**config.mk**
```make
export PLATFORM = sky130hd
export DESIGN_NAME = multdiv_unit
export DESIGN_NICKNAME = d
export VERILOG_FILES = /design/src/rtl/multdiv_unit.sv
export SDC_FILE = /design/constraint.sdc
export NUM_CORES = 1
export LEC_CHECK = 0
export ABC_AREA = 1
export BUFFER_PORTS_ARGS = -buffer_cell sky130_fd_sc_hd__buf_2
export CAP_MARGIN = 25
export CORE_AREA = 2 2 199 201
export DETAILED_ROUTE_END_ITERATION = 16
export DIE_AREA = 0 0 201 203
export GPL_ROUTABILITY_DRIVEN = 0
export GPL_TIMING_DRIVEN = 0
export HOLD_SLACK_MARGIN = 0.06
export PLACE_DENSITY = 0.63
export SLEW_MARGIN = 20
export SYNTH_ARGS = -nofsm -noshare
export SYNTH_HDL_FRONTEND = slang
export SYNTH_SLANG_ARGS = --single-unit
```
**constraint.sdc**
```tcl
create_clock -name clock -period 3.7 [get_ports clock]
set_input_delay 0.185 -clock clock [delete_from_list [all_inputs] [get_ports clock]]
set_output_delay 0.185 -clock clock [all_outputs]
set_load 0.01 [all_outputs]
```
**src/rtl/multdiv_unit.sv**
```systemverilog
// multdiv_unit: iterative signed multiply/divide, one iteration per clock over WIDTH cycles.
// Both ops run on operand magnitudes in a shared 2*WIDTH register; signs are fixed up on completion.
module multdiv_unit #(
   parameter int WIDTH = 32
) (
   input  logic             clock,
   input  logic             reset_n,
   input  logic             ctrl_MULT,
   input  logic             ctrl_DIV,
   input  logic [WIDTH-1:0] data_operandA,
   input  logic [WIDTH-1:0] data_operandB,
   output logic [WIDTH-1:0] data_result,
   output logic             data_exception,
   output logic             data_resultRDY,
   output logic             busy
);
   localparam int CW = $clog2(WIDTH + 1);
   localparam logic [WIDTH-1:0] INT_MIN = {1'b1, {(WIDTH-1){1'b0}}};
   typedef enum logic [1:0] {IDLE, RUN, DONE} state_t;
   state_t state, state_nx;
   logic [CW-1:0] cnt;
   logic [2*WIDTH-1:0] prod, step, sprod;
   logic [WIDTH-1:0] opnd, mag_a, mag_b, diff, res;
   logic [WIDTH:0] add_sum, sh;
   logic [WIDTH:0] p_hi;
   logic is_mul, neg, bz, ovf, start, fin, borrow, exc;
   assign start = ctrl_MULT | ctrl_DIV;
   assign fin = cnt == CW'(WIDTH);
   assign busy = state == RUN;
   assign data_resultRDY = state == DONE;
   assign mag_a = data_operandA[WIDTH-1] ? -data_operandA : data_operandA;
   assign mag_b = data_operandB[WIDTH-1] ? -data_operandB : data_operandB;
   always_ff @(posedge clock or negedge reset_n)
      if (!reset_n) state <= IDLE;
      else state <= state_nx;
   always_comb begin
      state_nx = state;
      if (state == RUN) state_nx = fin ? DONE : RUN;
      else state_nx = start ? RUN : IDLE;
   end
   // multiply: add-and-shift right; divide: restoring shift-subtract, quotient fills the low word
   always_comb begin
      add_sum = {1'b0, prod[2*WIDTH-1:WIDTH]} + {1'b0, prod[0] ? opnd : {WIDTH{1'b0}}};
      sh = {prod[2*WIDTH-1:WIDTH], prod[WIDTH-1]};
      borrow = sh < {1'b0, opnd};
      diff = sh[WIDTH-1:0] - opnd;
      step = is_mul ? {add_sum, prod[WIDTH-1:1]}
           : borrow ? {sh[WIDTH-1:0], prod[WIDTH-2:0], 1'b0}
           : {diff, prod[WIDTH-2:0], 1'b1};
      sprod = neg ? -prod : prod;
      p_hi = sprod[2*WIDTH-1:WIDTH-1];
      res = (!is_mul && bz) ? {WIDTH{1'b0}} : sprod[WIDTH-1:0];
      exc = is_mul ? !(&p_hi || ~|p_hi) : (bz || ovf);
   end
   always_ff @(posedge clock or negedge reset_n)
      if (!reset_n) begin
         cnt <= '0;
         prod <= '0;
         opnd <= '0;
         is_mul <= 1'b0;
         neg <= 1'b0;
         bz <= 1'b0;
         ovf <= 1'b0;
         data_result <= '0;
         data_exception <= 1'b0;
      end else if (state != RUN && start) begin
         cnt <= '0;
         is_mul <= ctrl_MULT;
         neg <= data_operandA[WIDTH-1] ^ data_operandB[WIDTH-1];
         bz <= data_operandB == '0;
         ovf <= data_operandA == INT_MIN && data_operandB == {WIDTH{1'b1}};
         opnd <= ctrl_MULT ? mag_a : mag_b;
         prod <= {{WIDTH{1'b0}}, ctrl_MULT ? mag_b : mag_a};
      end else if (state == RUN) begin
         if (fin) begin
            data_result <= res;
            data_exception <= exc;
         end else begin
            prod <= step;
            cnt <= cnt + 1'b1;
         end
      end
endmodule
```
Yosys cells after proc, flatten, opt, wreduce, memory -nomap -nowiden. Cells that the tools add are included.

Register bits after elaboration: 141. Bits of input ports: 68. Output and inout bits: 35.

$add $sub $neg: 6. Order comparisons: 1. Equal/unequal tests: 7. Muxes and demuxes: 19. Bitwise logic cells: 3. Reductions and logical operators: 14.

Operator list (count): 2-to-1 mux 64 bit (6); 2-to-1 mux 32 bit (6); equality test 32 bit (second input constant) (2); negation 32 bit (2); negation 64 bit (1); adder 32 x 32 -> 33 bit (1); < comparator 33 x 32 -> 1 bit (1); AND reduction 33 bit (1); OR reduction 33 bit (1); logical NOT 32 bit (1); subtractor 32 bit (1); 2-to-1 mux 6 bit (3); adder 6 x 1 -> 6 bit (second input constant) (1); equality test 6 bit (second input constant) (1); 2-to-1 mux 2 bit (2); != test 2 x 1 -> 1 bit (second input constant) (2); logical AND 1 bit (3); logical NOT 1 bit (3); AND reduction 3 bit (1); equality test 2 x 1 -> 1 bit (second input constant) (1); equality test 2 bit (second input constant) (1); logical OR 1 bit (2); 2-to-1 mux 1 bit (2); AND reduction 2 bit (1); 4 further kinds (4).

Logic depth before layout (Yosys ltp).
Depth in word-level cells: 7. Mapped depth: 23. Mapped depth without buffers: 21.

Worst setup path before layout. Ideal clock, no wire load.

Path type: flip-flop to flip-flop. Start: register prod[0]. End: register prod[61]. Library setup time: 0.117 ns. Arrival time: 2.516 ns. Data required time: 3.583 ns. Setup slack: 1.067 ns. Cell stages (with the launch flop): 24. Buffers on the path: 2. Clock period less this slack: 2.633 ns. Cell sequence: dfrtp_1 -> buf_2 -> clkbuf_1 -> nand2_1 -> inv_1 -> ha_1 -> inv_1 -> fa_1 -> inv_1 -> nand3_1 -> nand2_1 -> a21oi_1 -> inv_1 -> nand2_1 -> nand2_1 -> nand2_1 -> nand2_1 -> nand3_1 -> nor2_1 -> nor2_1 -> nand2_1 -> nand3_1 -> nand3_1 -> nand2_1.

Longest elaborated chain between the ends: 6.

Ends and longest elaborated chain: start: declaration (line 22) `logic [2*WIDTH-1:0] prod, step, sprod;`; start signal: assignment (line 73) `prod <= {{WIDTH{1'b0}}, ctrl_MULT ? mag_b : mag_a};`; start signal: assignment (line 79) `prod <= step;`; 2-to-1 mux 32 bit (line 43) `add_sum = {1'b0, prod[2*WIDTH-1:WIDTH]} + {1'b0, prod[0] ? opnd : {WIDTH{1'b0}}};`; adder 32 x 32 -> 33 bit (line 43); 2-to-1 mux 64 bit (line 47) `step = is_mul ? {add_sum, prod[WIDTH-1:1]}`; 2-to-1 mux 64 bit (line 75) `if (fin) begin`; 2-to-1 mux 64 bit (line 74) `end else if (state == RUN) begin`; 2-to-1 mux 64 bit (line 66) `end else if (state != RUN && start) begin`.

Every way passes these cells. The select of a mux whose other input is x is not followed. A chain may end at the register's enable or synchronous reset.

Final worst setup path.
Start: register prod[0]. End: register prod[53].

The elaborated chain is that of the path after synthesis.

==> flow_summary.rst <==
.. list-table::
   :header-rows: 1

   * - Metric
     - Value
   * - Result of the run
     - complete, no violations
   * - Switching power share of the total
     - 0.593
   * - Largest net degree at the start of global routing
     - a little under 90
   * - Peak supply drop
     - 0.000445 V
   * - Number of antenna violations at the first check in global routing
     - 0
   * - CTS tree
     - built
   * - Number of buffers added on ports
     - 100
   * - Synthesis-to-finish area growth
     - 12.0%
   * - Width of the die
     - between 200 and 250 µm
   * - Worst hold path class
     - primary input to flip-flop
   * - R2R depth
     - 21
   * - Share of synthesized area spent on multiplexers
     - 0
   * - Largest stage delay, worst path
     - between 0.3 and 0.4 ns
   * - Area share of the leading cell type in the synthesized netlist
     - 0.232
   * - Cell Area, Synth
     - ~15000 µm²
   * - Average vias per placed instance
     - 5.80
   * - Cell chain of the critical path
     - buf_2, clkbuf_4, nand2_1, inv_1, ha_1, inv_1, fa_1, inv_1, nand3_1, nand2_2, a21oi_1, inv_1, nand2_1, nand2_1, nand2_1, nand2_1, nand3_1, a21o_1, nand3_1, nand4_1, o21ai_0
   * - Yosys warning total
     - 0
   * - Power per cell area
     - approximately 1100 nW/µm²
   * - HP Start
     - data_operandB[4]
   * - Fmax achieved
     - approximately 300 MHz
   * - Detailed Routing Iterations Pass 1
     - 7
   * - Net switching component of the power
     - approximately 0.011 W
   * - Adder and majority gate portion of the synthesized area
     - 0.0602
   * - Endpoint arrival time on the critical path
     - 3.75 ns
   * - Minimum setup slack among reg-to-reg paths
     - around 0.30 ns
   * - Max-capacitance violation count
     - 0
   * - Post-synth top flop
     - dfrtp_1
   * - Post-Place Cells
     - 3130
   * - Unique masters post-synth
     - just under 60
   * - Setup_tns
     - 0 ns
   * - Max H-tree Level
     - 4
   * - GRT Total Usage
     - 0.323
   * - Count of endpoints failing setup in the final report
     - 0
   * - Share of the synthesized area in compound gates (AO/OA/AOI/OAI)
     - 0.198
   * - Layout cells sized above 1
     - 0.0790
   * - Clk pin slew, worst setup/hold paths
     - 0.07 ns
   * - Combinational family with the most area after synthesis
     - simple AND/OR/NAND/NOR gates
   * - Hold path cells
     - 3
   * - Cell Rows
     - between 70 and 80
   * - Internal portion of total power
     - about 0.0075 W
   * - First-pass GRT wire length
     - ~100000 µm
   * - Finished Layout Cells
     - 3163
   * - Sequential element share of the synthesized area
     - 0.232
   * - Max transition margin
     - 0.398
   * - Period utilization
     - 0.918
   * - Sort of element at the end of the critical path
     - flip-flop
   * - Die Y
     - between 200 and 250 µm
   * - Proportion of register bits with asynchronous set or reset after synthesis
     - 1.00
   * - Setup Slack @ Placement
     - between 0.2 and 0.25 ns
   * - Reg2Reg Launch Point
     - prod[0]$_DFFE_PN0P_
   * - Maximum number of buffers from clock root to sink
     - 2
   * - Synth area leaders
     - dfrtp_1 23%, nand2_1 17%, inv_1 8.3%
   * - Initial core utilization
     - 0.396
   * - End of the worst hold path
     - ovf$_DFFE_PN0P_
   * - Area leader, netlist
     - dfrtp_1
   * - Gr ovfl total
     - 0
   * - Post-Synth Simple-Gate Area
     - 0.356
   * - Final max-slew violation count
     - 0
   * - Antenna diode instance count
     - 0
   * - Number of flops mapped to enable cells by yosys
     - 0
   * - Num ports
     - 103
   * - Final core utilization
     - 0.443
   * - Placeable core region
     - 38500 µm²
   * - Vias in the first global route
     - ~17k
   * - Root cell of the clock tree
     - clkbuf_16
   * - Clock tree skew after final layout
     - roughly 0.013 ns
   * - Cell with the most instances on the worst path
     - nand2_1
   * - Combinational power share
     - 0.704
   * - Endpoint of the worst register-to-register path
     - prod[53]$_DFFE_PN0P_
   * - Final Worst Setup Slack
     - about 0.3 ns
   * - Post-Synthesis Net Count
     - ~2.7k
   * - Net count reported at finish
     - roughly 2.8k
   * - Total number of vias
     - 18.3k
   * - Worst Max-Slew Pin Slew
     - between 0.9 and 1 ns
   * - Time the worst path needs with I/O delays and setup
     - 3.40 ns
   * - Initial drt markers
     - about 2.3k
   * - Type of origin of the critical path
     - flip-flop
   * - Clock Power Share
     - 0.101
   * - Xor/xnor share of the synthesized area
     - 0.0477
   * - Worst EP required
     - around 4.1 ns
   * - Total count of hold-check failures in the final report
     - 0
   * - Leakage power summed over all cells
     - about 8.4 nW
   * - Worst Path Class, Setup
     - flip-flop to flip-flop
   * - Mean instance size in the synthesized netlist
     - just over 6 µm²
   * - DRC violation count after routing
     - 0
   * - # clock sinks
     - 141
   * - Routed wire per std cell
     - 21.0 µm
   * - Total wire length
     - between 60000 and 70000 µm
   * - Worst-case hold slack
     - roughly 0.13 ns
   * - Sequential share of power
     - 0.195
   * - Highest fanout seen on the critical path
     - 10
   * - HPWL after DPL
     - approximately 54000 µm
   * - Slowest cell on crit path
     - fa_1
   * - Later-pin clock latency in the skew report
     - 0.44 ns
   * - Setup repair after global routing missed its margin
     - false
   * - Total die area
     - 40800 µm²
   * - Mapped Cells
     - around 2.5k
   * - Flip-flop and latch count after synthesis
     - between 100 and 150
   * - Antenna-violating nets left
     - 0
   * - Number of buffers created by CTS
     - 17
cell usage in the layout, fill, tap and decap left out, drive strengths merged, types with 9 or more instances in the layout:
cell type	synthesis	routed
a31oi	9	9
a21oi	135	135
ha	70	70
o221ai	17	17
nand4	45	45
nand3	161	161
nand2	697	697
nor3	40	40
or2	9	9
o2111ai	19	19
o211ai	42	42
a21o	21	21
inv	341	350
buf	23	124
o21ai	220	220
nor2	316	316
xnor2	20	20
clkbuf	53	70
xor2	63	63
dfrtp	141	141
layout make-up:
class,instances,area (µm²)
buffer,76,328
clock buffer,17,425
clock inverter,15,193
fill,4179,21400
inverter,345,1300
multi-input combinational,1949,10100
sequential,141,3530
tap,518,648
timing repair buffer,102,548
metal layers:
layer,share of wire,global-route usage
met1,0.39,0.416
met2,0.42,0.496
met3,0.11,0.0608
met4,0.077,0.209
met5,0,0
worst max path at each step:
| stage | startpoint | endpoint | slack [ns] | cells after the start |
|---|---|---|---|---|
| global placement | prod[0]$_DFFE_PN0P_ | prod[53]$_DFFE_PN0P_ | 0.29 | 21 |
| CTS | prod[0]$_DFFE_PN0P_ | prod[53]$_DFFE_PN0P_ | 0.18 | 21 |
| detailed placement | prod[0]$_DFFE_PN0P_ | prod[53]$_DFFE_PN0P_ | 0.20 | 21 |
| global route | prod[0]$_DFFE_PN0P_ | prod[53]$_DFFE_PN0P_ | 0.05 | 21 |
| floorplan | prod[0]$_DFFE_PN0P_ | prod[61]$_DFFE_PN0P_ | 1.07 | 23 |
| finish | prod[0]$_DFFE_PN0P_ | prod[53]$_DFFE_PN0P_ | 0.30 | 21 |
Yosys cell counts (all sizes together) (8+ instances only):
cell and count:
nand2 697, inv 341, nor2 316, o21ai 220, nand3 161, dfrtp 141
a21oi 135, ha 70, xor2 63, clkbuf 53, nand4 45, o211ai 42
nor3 40, buf 23, a21o 21, xnor2 20, o2111ai 19, o221ai 17
a31oi 9, or2 9, nand3b 8, nor4 8, o21bai 8
worst max-delay path, delay by kind of cell, from the launching register on:
kind	cells	cell delay (ns)
AO/OA/AOI/OAI	3	0.45
AND/OR/NAND/NOR	10	1.20
buffers and inverters	6	0.80
flip-flops	1	0.32
adder cells (fa/ha/maj)	2	0.52
sequential cells by signal, summed over array words and instances, names as in the netlist:
name / cells
opnd: 32
data_result: 32
cnt: 6
ovf: 1
state: 2
data_exception: 1
is_mul: 1
neg: 1
prod: 64
bz: 1
cells by family (layout without fill, tap and decap cells):
group | Yosys count | count (layout)
compound gates | 505 | 505
xor+xnor | 83 | 83
fa+ha+maj | 72 | 72
buf+inv | 421 | 555
flops | 141 | 141
simple gates | 1289 | 1289
power by group through the flow:
stage / clock (W) / combinational (W) / sequential (W)
4_1_cts: 0.00187 / 0.0125 / 0.00350
5_1_grt: 0.00193 / 0.0142 / 0.00361
6_report: 0.00186 / 0.0130 / 0.00359
2_1_floorplan: 0 / 0.00873 / 0.00300
3_5_place_dp: 0 / 0.0124 / 0.00352
3_3_place_gp: 0 / 0.0123 / 0.00351
timing repair:
action / CTS / global route
hold buffers: 1 / 0
hold endpoints to repair: 54 / 0
buffers inserted: 0 / 0
gates resized for setup: 0 / 5
endpoints found under the setup margin: 0 / 6
stage by stage:
step                      total power [W]  area, µm²
after floorplan                    0.0117      15200
after global placement             0.0158      16400
after detailed placement           0.0159      16400
after CTS                          0.0178      17000
after global routing               0.0198      17000
final                              0.0184      17000
(Power assumes the default switching activity.)
